`src/rtl/mips_pkg.sv`:
```
// rtl/mips_pkg.sv - shared state, PC-select and cause encodings for the exception path
package mips_pkg;

    typedef enum logic [2:0] {
        ST_IDLE     = 3'd0,
        ST_FLUSH    = 3'd1,
        ST_REDIRECT = 3'd2,
        ST_HANDLER  = 3'd3,
        ST_RETURN   = 3'd4,
        ST_HALT     = 3'd5
    } exc_state_e;

    localparam logic [1:0] PCSEL_NORMAL  = 2'd0;
    localparam logic [1:0] PCSEL_HANDLER = 2'd1;
    localparam logic [1:0] PCSEL_RETURN  = 2'd2;

    localparam logic [2:0] CAUSE_NONE   = 3'd0;
    localparam logic [2:0] CAUSE_OPCODE = 3'd1;
    localparam logic [2:0] CAUSE_FUNC   = 3'd2;
    localparam logic [2:0] CAUSE_REG    = 3'd3;
    localparam logic [2:0] CAUSE_OVF    = 3'd4;

endpackage

```
`src/rtl/exception_controller.sv`:
```
// rtl/exception_controller.sv - sequences flush, handler redirect, return and double-fault halt
module exception_controller
    import mips_pkg::*;
#(
    parameter int                    PC_WIDTH      = 6,
    parameter int                    CAUSE_WIDTH   = 3,
    parameter logic [PC_WIDTH-1:0]   HANDLER_ADDR  = 6'd60,
    parameter int                    FLUSH_CYCLES  = 3,
    parameter int                    RETURN_OFFSET = 1
) (
    input  logic                   clk,
    input  logic                   rst,
    input  logic [CAUSE_WIDTH-1:0] ExceptionCause,
    input  logic [PC_WIDTH-1:0]    ExceptionPC,
    input  logic                   Eret,
    output logic                   ExcClear,
    output logic                   PCWriteEn,
    output logic [1:0]             PCSel,
    output logic [PC_WIDTH-1:0]    PCTarget,
    output logic                   FlushIFID,
    output logic                   FlushIDEX,
    output logic                   FlushEXMEM,
    output logic [PC_WIDTH-1:0]    EPC,
    output logic [CAUSE_WIDTH-1:0] CauseReg,
    output logic                   InHandler,
    output logic                   Halted,
    output logic [7:0]             ExcCount
);

    exc_state_e             state_q, state_d;
    logic [3:0]             flush_cnt_q, flush_cnt_d;
    logic [PC_WIDTH-1:0]    epc_q, epc_d;
    logic [CAUSE_WIDTH-1:0] cause_q, cause_d;
    logic [7:0]             exc_count_q, exc_count_d;
    logic                   pending;

    assign pending = (ExceptionCause != '0);

    always_ff @(posedge clk) begin
        if (rst) begin
            state_q     <= ST_IDLE;
            flush_cnt_q <= '0;
            epc_q       <= '0;
            cause_q     <= '0;
            exc_count_q <= '0;
        end else begin
            state_q     <= state_d;
            flush_cnt_q <= flush_cnt_d;
            epc_q       <= epc_d;
            cause_q     <= cause_d;
            exc_count_q <= exc_count_d;
        end
    end

    always_comb begin
        state_d     = state_q;
        flush_cnt_d = flush_cnt_q;
        epc_d       = epc_q;
        cause_d     = cause_q;
        exc_count_d = exc_count_q;
        unique case (state_q)
            ST_IDLE: begin
                if (pending) begin
                    epc_d       = ExceptionPC;
                    cause_d     = ExceptionCause;
                    exc_count_d = (exc_count_q == 8'hFF) ? exc_count_q : exc_count_q + 8'd1;
                    flush_cnt_d = 4'(FLUSH_CYCLES - 1);
                    state_d     = ST_FLUSH;
                end
            end
            ST_FLUSH: begin
                if (flush_cnt_q == 4'd0) state_d = ST_REDIRECT;
                else                     flush_cnt_d = flush_cnt_q - 4'd1;
            end
            ST_REDIRECT: state_d = ST_HANDLER;
            // A fault inside the handler wins over a same-cycle Eret.
            ST_HANDLER: begin
                if (pending)   state_d = ST_HALT;
                else if (Eret) state_d = ST_RETURN;
            end
            ST_RETURN: state_d = ST_IDLE;
            ST_HALT:   state_d = ST_HALT;
            default:   state_d = ST_IDLE;
        endcase
    end

    always_comb begin
        ExcClear   = 1'b0;
        PCWriteEn  = 1'b1;
        PCSel      = PCSEL_NORMAL;
        PCTarget   = '0;
        FlushIFID  = 1'b0;
        FlushIDEX  = 1'b0;
        FlushEXMEM = 1'b0;
        InHandler  = 1'b0;
        Halted     = 1'b0;
        unique case (state_q)
            ST_IDLE: ;
            ST_FLUSH: begin
                PCWriteEn  = 1'b0;
                FlushIFID  = 1'b1;
                FlushIDEX  = 1'b1;
                FlushEXMEM = 1'b1;
            end
            ST_REDIRECT: begin
                PCSel     = PCSEL_HANDLER;
                PCTarget  = HANDLER_ADDR;
                ExcClear  = 1'b1;
                FlushIFID = 1'b1;
            end
            ST_HANDLER: InHandler = 1'b1;
            ST_RETURN: begin
                PCSel     = PCSEL_RETURN;
                PCTarget  = epc_q + PC_WIDTH'(RETURN_OFFSET);
                FlushIFID = 1'b1;
            end
            ST_HALT: begin
                Halted     = 1'b1;
                PCWriteEn  = 1'b0;
                FlushIFID  = 1'b1;
                FlushIDEX  = 1'b1;
                FlushEXMEM = 1'b1;
            end
            default: ;
        endcase
    end

    assign EPC      = epc_q;
    assign CauseReg = cause_q;
    assign ExcCount = exc_count_q;

endmodule

```
`config.mk`:
```
export PLATFORM = sky130hd
export DESIGN_NAME = exception_controller
export DESIGN_NICKNAME = d
export VERILOG_FILES = /design/src/rtl/mips_pkg.sv /design/src/rtl/exception_controller.sv
export SDC_FILE = /design/constraint.sdc
export NUM_CORES = 1
export LEC_CHECK = 0
export ABC_CLOCK_PERIOD_IN_PS = 1600
export BUFFER_PORTS_ARGS = -buffer_cell sky130_fd_sc_hd__buf_2
export CAP_MARGIN = 20
export CORE_AREA = 2 2 57 59
export DETAILED_ROUTE_END_ITERATION = 6
export DIE_AREA = 0 0 59 61
export PLACE_DENSITY = 0.72
export SYNTH_ARGS = -nofsm -noshare
export SYNTH_HDL_FRONTEND = slang
export SYNTH_SLANG_ARGS = --single-unit
export TNS_END_PERCENT = 50
```
`constraint.sdc`:
```
create_clock -name clk -period 1.6 [get_ports clk]
set_input_delay 0.16 -clock clk [delete_from_list [all_inputs] [get_ports clk]]
set_output_delay 0.16 -clock clk [all_outputs]
set_load 0.01 [all_outputs]
```
* Yosys cells after proc, flatten, opt, wreduce, memory -nomap -nowiden
Cells that the tools add are included.
** Storage, ports and cells
- Input port bits :: 12
- Output and inout port bits :: 32
- Bits in registers :: 24
** Operators by class
- Bitwise gates (word level) :: 1
- Muxes and demuxes :: 16
- Reduce and logical (&&, ||, !) cells :: 10
- Equal/unequal tests :: 10
- Add/subtract/negate cells :: 3
** Operators by type and width (count)
- $pmux W3 S5 :: 1
- $mux W3 :: 4
- $pmux W6 S2 :: 1
- $reduce_and A3 Y1 :: 3
- $add A8 B1 Y8 const B :: 1
- $eq A8 B8 Y1 const B :: 1
- $mux W4 :: 2
- $pmux W4 S2 :: 1
- $add A6 B1 Y6 const B :: 1
- $eq A3 B2 Y1 const B :: 2
- $eq A3 B3 Y1 const B :: 2
- $mux W1 :: 6
- $ne A2 B2 Y1 const B :: 3
- $logic_not A4 Y1 :: 1
- $pmux W2 S2 :: 1
- $reduce_or A4 Y1 :: 1
- $sub A4 B1 Y4 const B :: 1
- $eq A3 B1 Y1 const B :: 1
- $logic_not A3 Y1 :: 1
- $ne A3 B3 Y1 const B :: 1
- $reduce_bool A3 Y1 :: 1
- $reduce_and A2 Y1 :: 1
- $reduce_bool A2 Y1 :: 1
- $reduce_or A2 Y1 :: 1
- $not A1 Y1 :: 1

* Depth between registers and ports, before layout
Gate-level depths: netlist (run 1).
- Word-level depth :: 3
- Gate-level depth with buffers :: 6
- Depth with buffers taken out :: 6

* Worst setup path after synthesis (run 1)
OpenSTA, ideal clock, no wires.
- Path type :: register to register
- From :: register flush_cnt_q[0]
- To :: register state_q[1]
- Path buffers :: 0
- Data arrival time :: 1.558 ns
- Cell stages (with the launch flop) :: 7
- Slack :: -0.032 ns
- Required time :: 1.526 ns
- Period minus slack after synthesis :: 1.632 ns
- Path through :: dfxtp_1 -> inv_1 -> ha_1 -> or3b_1 -> and2_1 -> or4_1 -> a31oi_1
** Between the ends
- Longest elaborated chain between the ends :: 3
** Ends and longest elaborated chain
- start: declaration :: RTL line exception_controller.sv:31 : logic [3:0] flush_cnt_q, flush_cnt_d;
- start signal: assignment :: RTL line exception_controller.sv:48 : flush_cnt_q <= flush_cnt_d;
- $logic_not A4 Y1 :: RTL line exception_controller.sv:72 : if (flush_cnt_q == 4'd0) state_d = ST_REDIRECT;
- $ne A2 B2 Y1 (no line)
- $reduce_and A3 Y1 (no line)
- end signal: assignment :: RTL line exception_controller.sv:47 : state_q <= state_d;
- end: declaration :: RTL line exception_controller.sv:30 : exc_state_e state_q, state_d;
Every way passes these cells.
A chain may end at the register's enable or synchronous reset.

* Final worst setup path (run 1)
- From :: register flush_cnt_q[1]
- To :: register state_q[1]
Same word-level chain as after synthesis.

==> metrics.md, run 1 <==
| Metric | Value |
|---|---|
| Status | `complete, but fails checks` |
| Violated checks | `negative setup slack` |
| Number of global-route vias before repair | `about 1100` |
| CTS Buf Count | `3` |
| Layout Cells excl Fill | `244` |
| # IOs | `44` |
| Layout area overhead | `38.2%` |
| Vias after detailed routing | `1266` |
| N_diodes | `0` |
| Max FO, Critical Path | `2` |
| Reg2Reg Depth | `6` |
| Slowest stage cell, crit path | `or4_1` |
| Starting DRT DRC Count | `36` |
| Routability cong. | `between 0.7 and 0.8` |
| Synth warn | `0` |
| Sequential area share after synthesis | `0.386` |
| Initial antenna violation count | `0` |
| Layout fillers | `282` |
| CTS max path bufs | `2` |
| Fraction of registers with async set/reset | `0` |
| Layout cells sized above 1 | `0.427` |
| Worst skew pair latency | `0.32 ns` |
| DRC viols | `0` |
| Top-count cell post-synth | `dfxtp_1` |
| Clock sinks | `24` |
| I/O Buffers | `43` |
| Hold Crit Class | `primary input to flip-flop` |
| Hold Buf Count CTS | `0` |
| Drt via density | `5.19` |
| Syn Inst Count | `154` |
| Leak | `0.778 nW` |
| Largest delay contributor family on the critical path | `simple AND/OR/NAND/NOR gates` |
| Pre-antenna DRT Iters | `4` |
| Placement Rows | `20` |
| Hold path depth | `3` |
| Max Slew Vio Count | `0` |
| Unrepaired setup endpoints after global routing | `yes` |
| Crit path kind | `flip-flop to flip-flop` |
| Pin count of the biggest net entering global routing | `24` |
| Final hold violations | `0` |
| Pwr/cell area | `1190 nW/um2` |
| Initial Util | `0.422` |
| Die extent in y | `61 um` |
| Worst VDD drop | `approximately 0.64 mV` |
| Mean Syn Cell Area | `8.08 um2` |
| Global route overflow | `0` |
| Worst slew pin tran | `between 0.5 and 0.6 ns` |
| Finish-stage setup viols | `2` |
| Setup TNS | `-0.0874 ns` |
| Worst path buffer plus inverter count | `1` |
| Worst Setup Start Kind | `flip-flop` |
| Synth area leader | `dfxtp_1` |
| Worst EP arrival | `1.93 ns` |
| Maximum clock frequency | `594 MHz` |
| WP data required | `1.85 ns` |
| TritonCTS clock tree | `done` |
| Period utilization | `1.05` |
| Mapped cell area | `1240 um2` |
| Global-route wire length before repair | `4.66 mm` |
| WL final | `2.97 mm` |
| Max-slew headroom | `0.632` |
| Multi-input gate area | `747 um2` |
| Levels on crit path | `6` |
| Skew final | `0.00663 ns` |
| CTS H-tree lvls | `1` |
| Nets@finish | `227` |
| Root Buffer Master | `clkbuf_4` |
| Max-cap viol count | `0` |
| CP Cell Sequence | `inv_2 > ha_4 > or3b_4 > and2_4 > or4_1 > a31oi_1` |
| Synth area leaders | `dfxtp_1 39%, nand2_1 5.7%, a21oi_1 4.8%` |
| Core Region | `2950 um2` |
| Worst setup slack after layout | `-0.0839 ns` |
| Post-synthesis cell type count | `37` |
| Post-DRT Antenna Nets | `0` |
| Total track usage | `0.170` |
| Die area | `3600 um2` |
| Clock transition at path regs | `0.13 ns` |
| Post-DP HPWL | `2.14 mm` |
| Top cell type's share of synthesized area | `0.386` |
| Cell Count Post-Placement | `around 240` |
| Primary FF master, synth | `dfxtp_1` |
| Crit path time final | `1.68 ns` |
| CP endpoint kind | `flip-flop` |
| Sequential cell area | `500 um2` |
| EDFF count, synth | `0` |
| Drt wl/cell | `about 12 um` |
| Die width | `approximately 60 um` |
| Syn Nets | `169` |
| Crit path largest cell delay | `0.40 ns` |
| Commonest cells post-synth | `24 x dfxtp_1, 19 x nand2_1, 12 x a21oi_1` |
| Seq cells post-synth | `24` |
-- worst paths after layout --
kind / start / endpoint / slack (ns)
setup / recovery: flush_cnt_q[1] / state_q[1] / -0.08
setup reg to reg: flush_cnt_q[1] / state_q[1] / -0.08
hold reg to reg: EPC[4] / EPC[4] / 0.49
hold / removal: ExceptionPC[4] / EPC[4] / 0.06
-- kinds of logic (layout without fill, tap and decap cells) --
logic type                 Yosys count  after routing  share of synthesized area
AOI/OAI and AO/OA                   33             33                      0.165
xor gates and xnor gates             7              7                     0.0492
adders and majority gates            3              3                     0.0302
buffers and inverters               17             74                     0.0653
DFF                                 24             24                      0.386
muxes                                2              2                     0.0161
and+or+nand+nor                     68             68                      0.288
-- layout by cell type, fill, tap and decap left out, types with 2 or more instances in the layout --
| master | netlist | layout |
|---|---|---|
| o31ai_1 | 2 | 2 |
| a22oi_1 | 4 | 3 |
| or4_1 | 3 | 3 |
| nor3_1 | 4 | 4 |
| ha_4 | 0 | 2 |
| inv_1 | 7 | 5 |
| a211oi_1 | 3 | 3 |
| a21oi_1 | 12 | 12 |
| nand2_1 | 19 | 18 |
| clkbuf_4 | 0 | 3 |
| and3_1 | 2 | 2 |
| nor2b_1 | 3 | 2 |
| mux2i_1 | 2 | 2 |
| o21ai_0 | 7 | 5 |
| dfxtp_2 | 0 | 4 |
| and2_1 | 4 | 3 |
| dfxtp_4 | 0 | 4 |
| inv_2 | 0 | 2 |
| nand3_1 | 8 | 7 |
| xor2_1 | 6 | 6 |
| dfxtp_1 | 24 | 16 |
| or3_1 | 4 | 4 |
| buf_2 | 2 | 43 |
| nand4_1 | 2 | 2 |
| nor2_1 | 10 | 9 |
| buf_4 | 2 | 19 |
| o21ai_1 | 0 | 2 |
| nand2b_1 | 2 | 2 |
| nor3b_1 | 2 | 2 |
-- tightest hold or removal path: cells and delay by family --
kind	cells	cell delay (ns)
buffers and inverters	1	0.09
AO/OA/AOI/OAI	1	0.05
AND/OR/NAND/NOR	1	0.05
-- report_power, final --
| part | total (mW) | leakage, nW | switching [mW] | internal (mW) |
|---|---|---|---|---|
| sequential | 0.781 | 0.201 | 0.0821 | 0.699 |
| combinational | 0.941 | 0.557 | 0.471 | 0.470 |
| clock | 0.326 | 0.0210 | 0.186 | 0.139 |
| total | 2.05 | 0.778 | 0.739 | 1.31 |
-- metal layers --
layer	routed length, um	share of wire	up-vias	GRT usage
li1	-	-	654	-
met1	1410	0.47	563	0.210
met2	1350	0.45	42	0.295
met3	155	0.052	7	0.0299
met4	59	0.020	0	0.0649
met5	0	0	-	0
-- state kept, by name, indices dropped and copies added, names as in the netlist --
name / cells
EPC: 6
flush_cnt_q: 4
ExcCount: 8
CauseReg: 3
state_q: 3
-- layout make-up --
| type | instances | area share |
|---|---|---|
| timing repair buffer | 63 | 0.215 |
| tap | 33 | 0.0240 |
| inverter | 7 | 0.0153 |
| sequential | 24 | 0.291 |
| clock buffer | 4 | 0.0211 |
| multi-input combinational | 113 | 0.434 |
-- metrics by stage --
stage / area [um2] / setup slack, ns / util / hold slack (ns) / power [mW]
2_1_floorplan: 1250 / -0.0124 / - / 0.236 / 1.30
4_1_cts: 1680 / -0.0556 / 0.570 / 0.0497 / 2.03
5_1_grt: 1720 / -0.193 / 0.583 / 0.0739 / 2.20
3_3_place_gp: 1580 / 0.00535 / 0.535 / 0.407 / 1.63
6_report: 1720 / -0.0839 / 0.583 / 0.0582 / 2.05
3_5_place_dp: 1580 / -0.0298 / 0.535 / 0.407 / 1.64
-- repair_timing --
| action | in CTS | in global routing |
|---|---|---|
| endpoints found under the setup margin | 11 | 22 |
| pin swaps | 1 | 4 |
| hold endpoints to repair | 0 | 0 |
| buffers inserted | 3 | 0 |
| resized for setup | 17 | 14 |
(Power assumes the default switching activity.)
==> inputs of run 2 (changes only) <==
--- a/config.mk
+++ b/config.mk
@@ -5,7 +5,7 @@
 export SDC_FILE = /design/constraint.sdc
 export NUM_CORES = 1
 export LEC_CHECK = 0
-export ABC_CLOCK_PERIOD_IN_PS = 1600
+export ABC_CLOCK_PERIOD_IN_PS = 1400
 export BUFFER_PORTS_ARGS = -buffer_cell sky130_fd_sc_hd__buf_2
 export CAP_MARGIN = 20
 export CORE_AREA = 2 2 57 59
==> constraint.sdc (replaced) <==
create_clock -name clk -period 1.4 [get_ports clk]
set_input_delay 0.14 -clock clk [delete_from_list [all_inputs] [get_ports clk]]
set_output_delay 0.14 -clock clk [all_outputs]
set_load 0.01 [all_outputs]
==> run 2 against run 1 <==
  * The run still ends with negative setup slack left
  * Register-to-register slack got worse by 0.20 ns
  * Via count increased by 11%
  * Total power increased by 31%
  * Global-route usage increased by 3.2 points
  * Worst setup slack got worse by 0.20 ns
  * Routed wire length increased by 22%
  * Combinational power increased by 55%
  * Critical path depth unchanged
  * Hold slack got worse by 0.013 ns
  * Core utilization increased by 11 points
  * Fmax about the same
  * Largest cell class unchanged
  * Highest routed layer unchanged
==> metrics.md, run 2 (synthesis results as in run 1) <==
| Metric | Value |
|---|---|
| Crit path kind | `flip-flop to flip-flop` |
| Initial antenna violation count | `0` |
| Commonest non-fill, non-tap cell in the layout | `buf_2` |
| Total power | `about 2.7 mW` |
| N_diodes | `0` |
| CP endpoint kind | `flip-flop` |
| Maximum clock frequency | `594 MHz` |
| Drt via density | `about 5.3` |
| Nets@finish | `247` |
| Setup TNS | `-1.74 ns` |
| WL final | `approximately 3.6 mm` |
| Routability cong. | `0.854` |
| Violated checks | `negative setup slack` |
| Root Buffer Master | `clkbuf_4` |
| WP data required | `1.65 ns` |
| Post-layout util | `0.695` |
| Global route overflow | `0` |
| Leak | `0.915 nW` |
| Hold Buf Count CTS | `0` |
| Max-cap viol count | `0` |
| Final hold slack | `0.0455 ns` |
| Max Slew Vio Count | `0` |
| Pwr/cell area | `~1300 nW/um2` |
| Layout area overhead | `64.9%` |
| Dpl ws | `-0.263 ns` |
| Final hold violations | `0` |
| Max-slew headroom | `0.720` |
| Met2 GRT Util | `0.370` |
| Worst setup slack after layout | `-0.284 ns` |
| # IOs | `44` |
| Worst VDD drop | `0.841 mV` |
| Skew final | `about 0.0025 ns` |
| Initial Util | `0.422` |
| Worst skew pair latency | `about 0.32 ns` |
| I/O Buffers | `43` |
| Max FO, Critical Path | `2` |
| CTS max path bufs | `2` |
| Clock transition at path regs | `0.12 ns` |
| Placement Rows | `20` |
| Final instance area | `about 2100 um2` |
| Clock sinks | `24` |
| Post-DRT Antenna Nets | `0` |
| Die area | `3600 um2` |
| Met3 usage | `0.0277` |
| Pre-antenna DRT Iters | `4` |
| Finish-stage setup viols | `20` |
| Worst Setup Start Kind | `flip-flop` |
| Starting DRT DRC Count | `51` |
| Post-DP HPWL | `about 2.4 mm` |
| Layout Cells excl Fill | `263` |
| Global-route wire length before repair | `5.58 mm` |
| Unrepaired setup endpoints after global routing | `yes` |
| Met1 GRT Util | `0.241` |
| Vias after detailed routing | `roughly 1400` |
| Status | `complete, but fails checks` |
| Most Crowded Layer GR | `met2` |
| Pin count of the biggest net entering global routing | `24` |
| Drt wl/cell | `approximately 14 um` |
| Worst EP arrival | `1.93 ns` |
| Period utilization | `1.20` |
| Cell Count Post-Placement | `249` |
| CTS H-tree lvls | `1` |
| Max reg flops | `8` |
| Most frequent cells in the layout | `39 x buf_2, 30 x buf_4, 16 x nand2_1` |
| Core Region | `2950 um2` |
| Number of global-route vias before repair | `approximately 1300` |
| DRC viols | `0` |
| Total track usage | `0.202` |
| Crit path time final | `1.68 ns` |
| Hold Crit Class | `primary input to flip-flop` |
| Layout cells sized above 1 | `0.578` |
| Die extent in y | `approximately 60 um` |
| Worst slew pin tran | `0.420 ns` |
| Placed instance area | `about 1700 um2` |
| TritonCTS clock tree | `done` |
| CTS Buf Count | `3` |
| Die width | `59 um` |
## run 2: power breakdown
part	switching [mW]	total, mW	internal (mW)	leakage, nW
logic	0.684	1.46	0.778	0.698
clock network	0.203	0.304	0.101	0.0138
registers	0.113	0.919	0.806	0.203
total	1.00	2.69	1.68	0.915
## run 2: worst paths after layout
check                      start         end  slack (ns)  cells past startpoint
setup / recovery  flush_cnt_q[1]  state_q[1]       -0.28                      6
hold / removal    ExceptionPC[1]      EPC[1]        0.05                      3
setup reg to reg  flush_cnt_q[1]  state_q[1]       -0.28                      6
hold reg to reg           EPC[5]      EPC[5]        0.50                      2
## run 2: per-layer routing
layer	wire length (um)	vias up
met4	55	0
met5	0	-
met2	1820	45
li1	-	687
met1	1590	668
met3	160	7
## run 2: final cells by class
type | count | area, um2
fill | 221 | 900
multi-input combinational | 113 | 873
timing repair buffer | 83 | 578
sequential | 24 | 512
tap | 33 | 41.3
inverter | 7 | 26.3
clock buffer | 3 | 22.5
## run 2: critical path, cell delays in order (launching register included)
cell and delay (ns):
dfxtp_2 0.35, inv_2 0.07, ha_4 0.13, or3b_4 0.37, and2_4 0.15, or4_1 0.40, a31oi_1 0.15
## run 2: what timing repair did
item	4_1_cts	5_1_grt
gates resized for setup	31	46
setup buffers	8	4
pin swaps	5	20
setup endpoints to repair	30	36
==> inputs of run 3 (changes only) <==
--- a/config.mk
+++ b/config.mk
@@ -8,10 +8,11 @@
 export ABC_CLOCK_PERIOD_IN_PS = 1400
 export BUFFER_PORTS_ARGS = -buffer_cell sky130_fd_sc_hd__buf_2
 export CAP_MARGIN = 20
-export CORE_AREA = 2 2 57 59
+export CORE_AREA = 2 2 60 56
 export DETAILED_ROUTE_END_ITERATION = 6
-export DIE_AREA = 0 0 59 61
+export DIE_AREA = 0 0 62 58
 export PLACE_DENSITY = 0.72
+export SKIP_CTS_REPAIR_TIMING = 1
 export SYNTH_ARGS = -nofsm -noshare
 export SYNTH_HDL_FRONTEND = slang
 export SYNTH_SLANG_ARGS = --single-unit
==> run 3 against run 2 <==
  * The flow still finishes with violations (negative setup slack)
  * Hold slack got worse by 0.014 ns
  * Global-route usage fell by 1.4 points
  * Sequential power fell by 2%
  * Critical path depth did not move
  * Routed wire length fell by 5.0%
  * Sequential share of layout area rose by 0.85 points
  * Register-to-register slack barely moved
  * Fmax barely moved
  * Critical path type unchanged
  * Largest power group unchanged
==> metrics.md, run 3 (synthesis results as in run 1) <==
| Metric | Value |
|---|---|
| Status | `complete, but fails checks` |
| Violated checks | `negative setup slack` |
| Die area | `3600 um2` |
| Crit path kind | `flip-flop to flip-flop` |
| WL final | `3.45 mm` |
| Vias after detailed routing | `1363` |
| Max FO, Critical Path | `2` |
| Commonest non-fill, non-tap cell in the layout | `buf_2` |
| RR Endpoint | `state_q[1]` |
| Leak | `slightly below 0.9 nW` |
| Drt wl/cell | `12.9 um` |
| Pre-antenna DRT Iters | `4` |
| Post-DRT Antenna Nets | `0` |
| Final instance area | `1940 um2` |
| Root Buffer Master | `clkbuf_4` |
| Pin count of the biggest net entering global routing | `24` |
| Unrepaired setup endpoints after global routing | `yes` |
| Worst Setup Start Kind | `flip-flop` |
| Die width | `between 60 and 70 um` |
| CP endpoint kind | `flip-flop` |
| Worst slew pin tran | `roughly 0.43 ns` |
| Final hold violations | `0` |
| CTS max path bufs | `2` |
| Global-route wire length before repair | `5.18 mm` |
| N_diodes | `0` |
| CTS H-tree lvls | `1` |
| Max-cap viol count | `0` |
| Routability cong. | `0.795` |
| Worst VDD drop | `0.701 mV` |
| Worst R2R Start | `flush_cnt_q[1]` |
| Number of global-route vias before repair | `~1200` |
| Pwr/cell area | `1400 nW/um2` |
| Core Region | `a little under 3000 um2` |
| Initial Util | `0.419` |
| Reg2Reg Depth | `6` |
| Worst Hold End | `EPC[0]` |
| Hold path depth | `3` |
| Most Crowded Layer GR | `met2` |
| TritonCTS clock tree | `done` |
| DRC viols | `0` |
| Worst EP arrival | `1.95 ns` |
| CTS Buf Count | `3` |
| Layout cells sized above 1 | `0.513` |
| Final hold slack | `0.0311 ns` |
| Period utilization | `1.20` |
| Max reg flops | `8` |
| Die extent in y | `58 um` |
| Global route overflow | `0` |
| Crit path time final | `~1.7 ns` |
| Starting DRT DRC Count | `73` |
| WP data required | `between 1.5 and 2 ns` |
| # IOs | `between 40 and 50` |
| Min-Delay Startpoint | `ExceptionPC[0]` |
| Maximum clock frequency | `between 500 and 600 MHz` |
| Reg2Reg Setup Slack | `-0.28 ns` |
| Met1 GRT Util | `0.234` |
| Post-DP HPWL | `2.45 mm` |
| Layout fillers | `230` |
| Drt via density | `5.09` |
| Most frequent cells in the layout | `41 x buf_2, 31 x buf_4, 18 x nand2_1` |
| Met2 GRT Util | `0.330` |
| Clock sinks | `24` |
| Max Slew Vio Count | `0` |
| Layout area overhead | `56.0%` |
| Initial antenna violation count | `0` |
| Clock transition at path regs | `0.14 ns` |
| Worst skew pair latency | `0.32 ns` |
| Worst setup slack after layout | `-0.284 ns` |
| Hold Crit Class | `primary input to flip-flop` |
| Met3 usage | `0.0179` |
| Finish-stage setup viols | `23` |
| Skew final | `between 0.007 and 0.008 ns` |
| Nets@finish | `242` |
| Max-slew headroom | `0.712` |
| Placed instance area | `1720 um2` |
| Total track usage | `0.189` |
| I/O Buffers | `43` |
| Placement Rows | `19` |
==> run 3: worst max path at each step <==
stage	slack, ns	start	endpoint	cells after the start
after floorplan	-0.21	flush_cnt_q[0]	state_q[1]	6
after global placement	-0.20	flush_cnt_q[1]	state_q[1]	6
after detailed placement	-0.28	flush_cnt_q[1]	state_q[1]	6
after CTS	-0.30	state_q[0]	PCTarget[4]	5
after global routing	-0.32	flush_cnt_q[1]	state_q[1]	6
final	-0.28	flush_cnt_q[1]	state_q[1]	6
==> run 3: final cells by class <==
class                           count  area [um2]  share of cell area
Inverter                            7        28.8              0.0148
Clock buffer                        3        22.5              0.0116
Tap cell                           42        52.6              0.0271
Timing Repair Buffer               78         514               0.265
Sequential cell                    24         500               0.258
Multi-Input combinational cell    113         793               0.409
Clock inverter                      1        30.0              0.0155
==> run 3: metal layers <==
layer / wire [um] / part of all wire
met5: 0 / 0
met4: 57 / 0.017
met3: 157 / 0.046
met2: 1710 / 0.50
met1: 1520 / 0.44
==> run 3: metrics by stage <==
step / std cells / utilization / setup WS [ns] / TNS, ns / power [mW]
CTS: 264 / 0.597 / -0.297 / -4.86 / 2.51
global route: 268 / 0.653 / -0.320 / -4.50 / 2.90
global placement: 260 / 0.579 / -0.196 / -0.932 / 1.94
floorplan: 154 / - / -0.212 / -0.455 / 1.51
detailed placement: 260 / 0.579 / -0.281 / -1.81 / 2.00
finish: 268 / 0.653 / -0.284 / -2.50 / 2.73
==> run 3: worst max-delay path: stages, from the launching register on <==
cell and delay [ns]:
dfxtp_2 0.35, inv_2 0.07, ha_4 0.13, or3b_4 0.38, and2_4 0.15, or4_1 0.39
a31oi_1 0.13
==> run 3: report_power, final <==
part           internal, mW  switching [mW]
Sequential            0.803           0.102
Combinational         0.683           0.629
Clock                 0.289           0.221
Total                  1.78           0.952
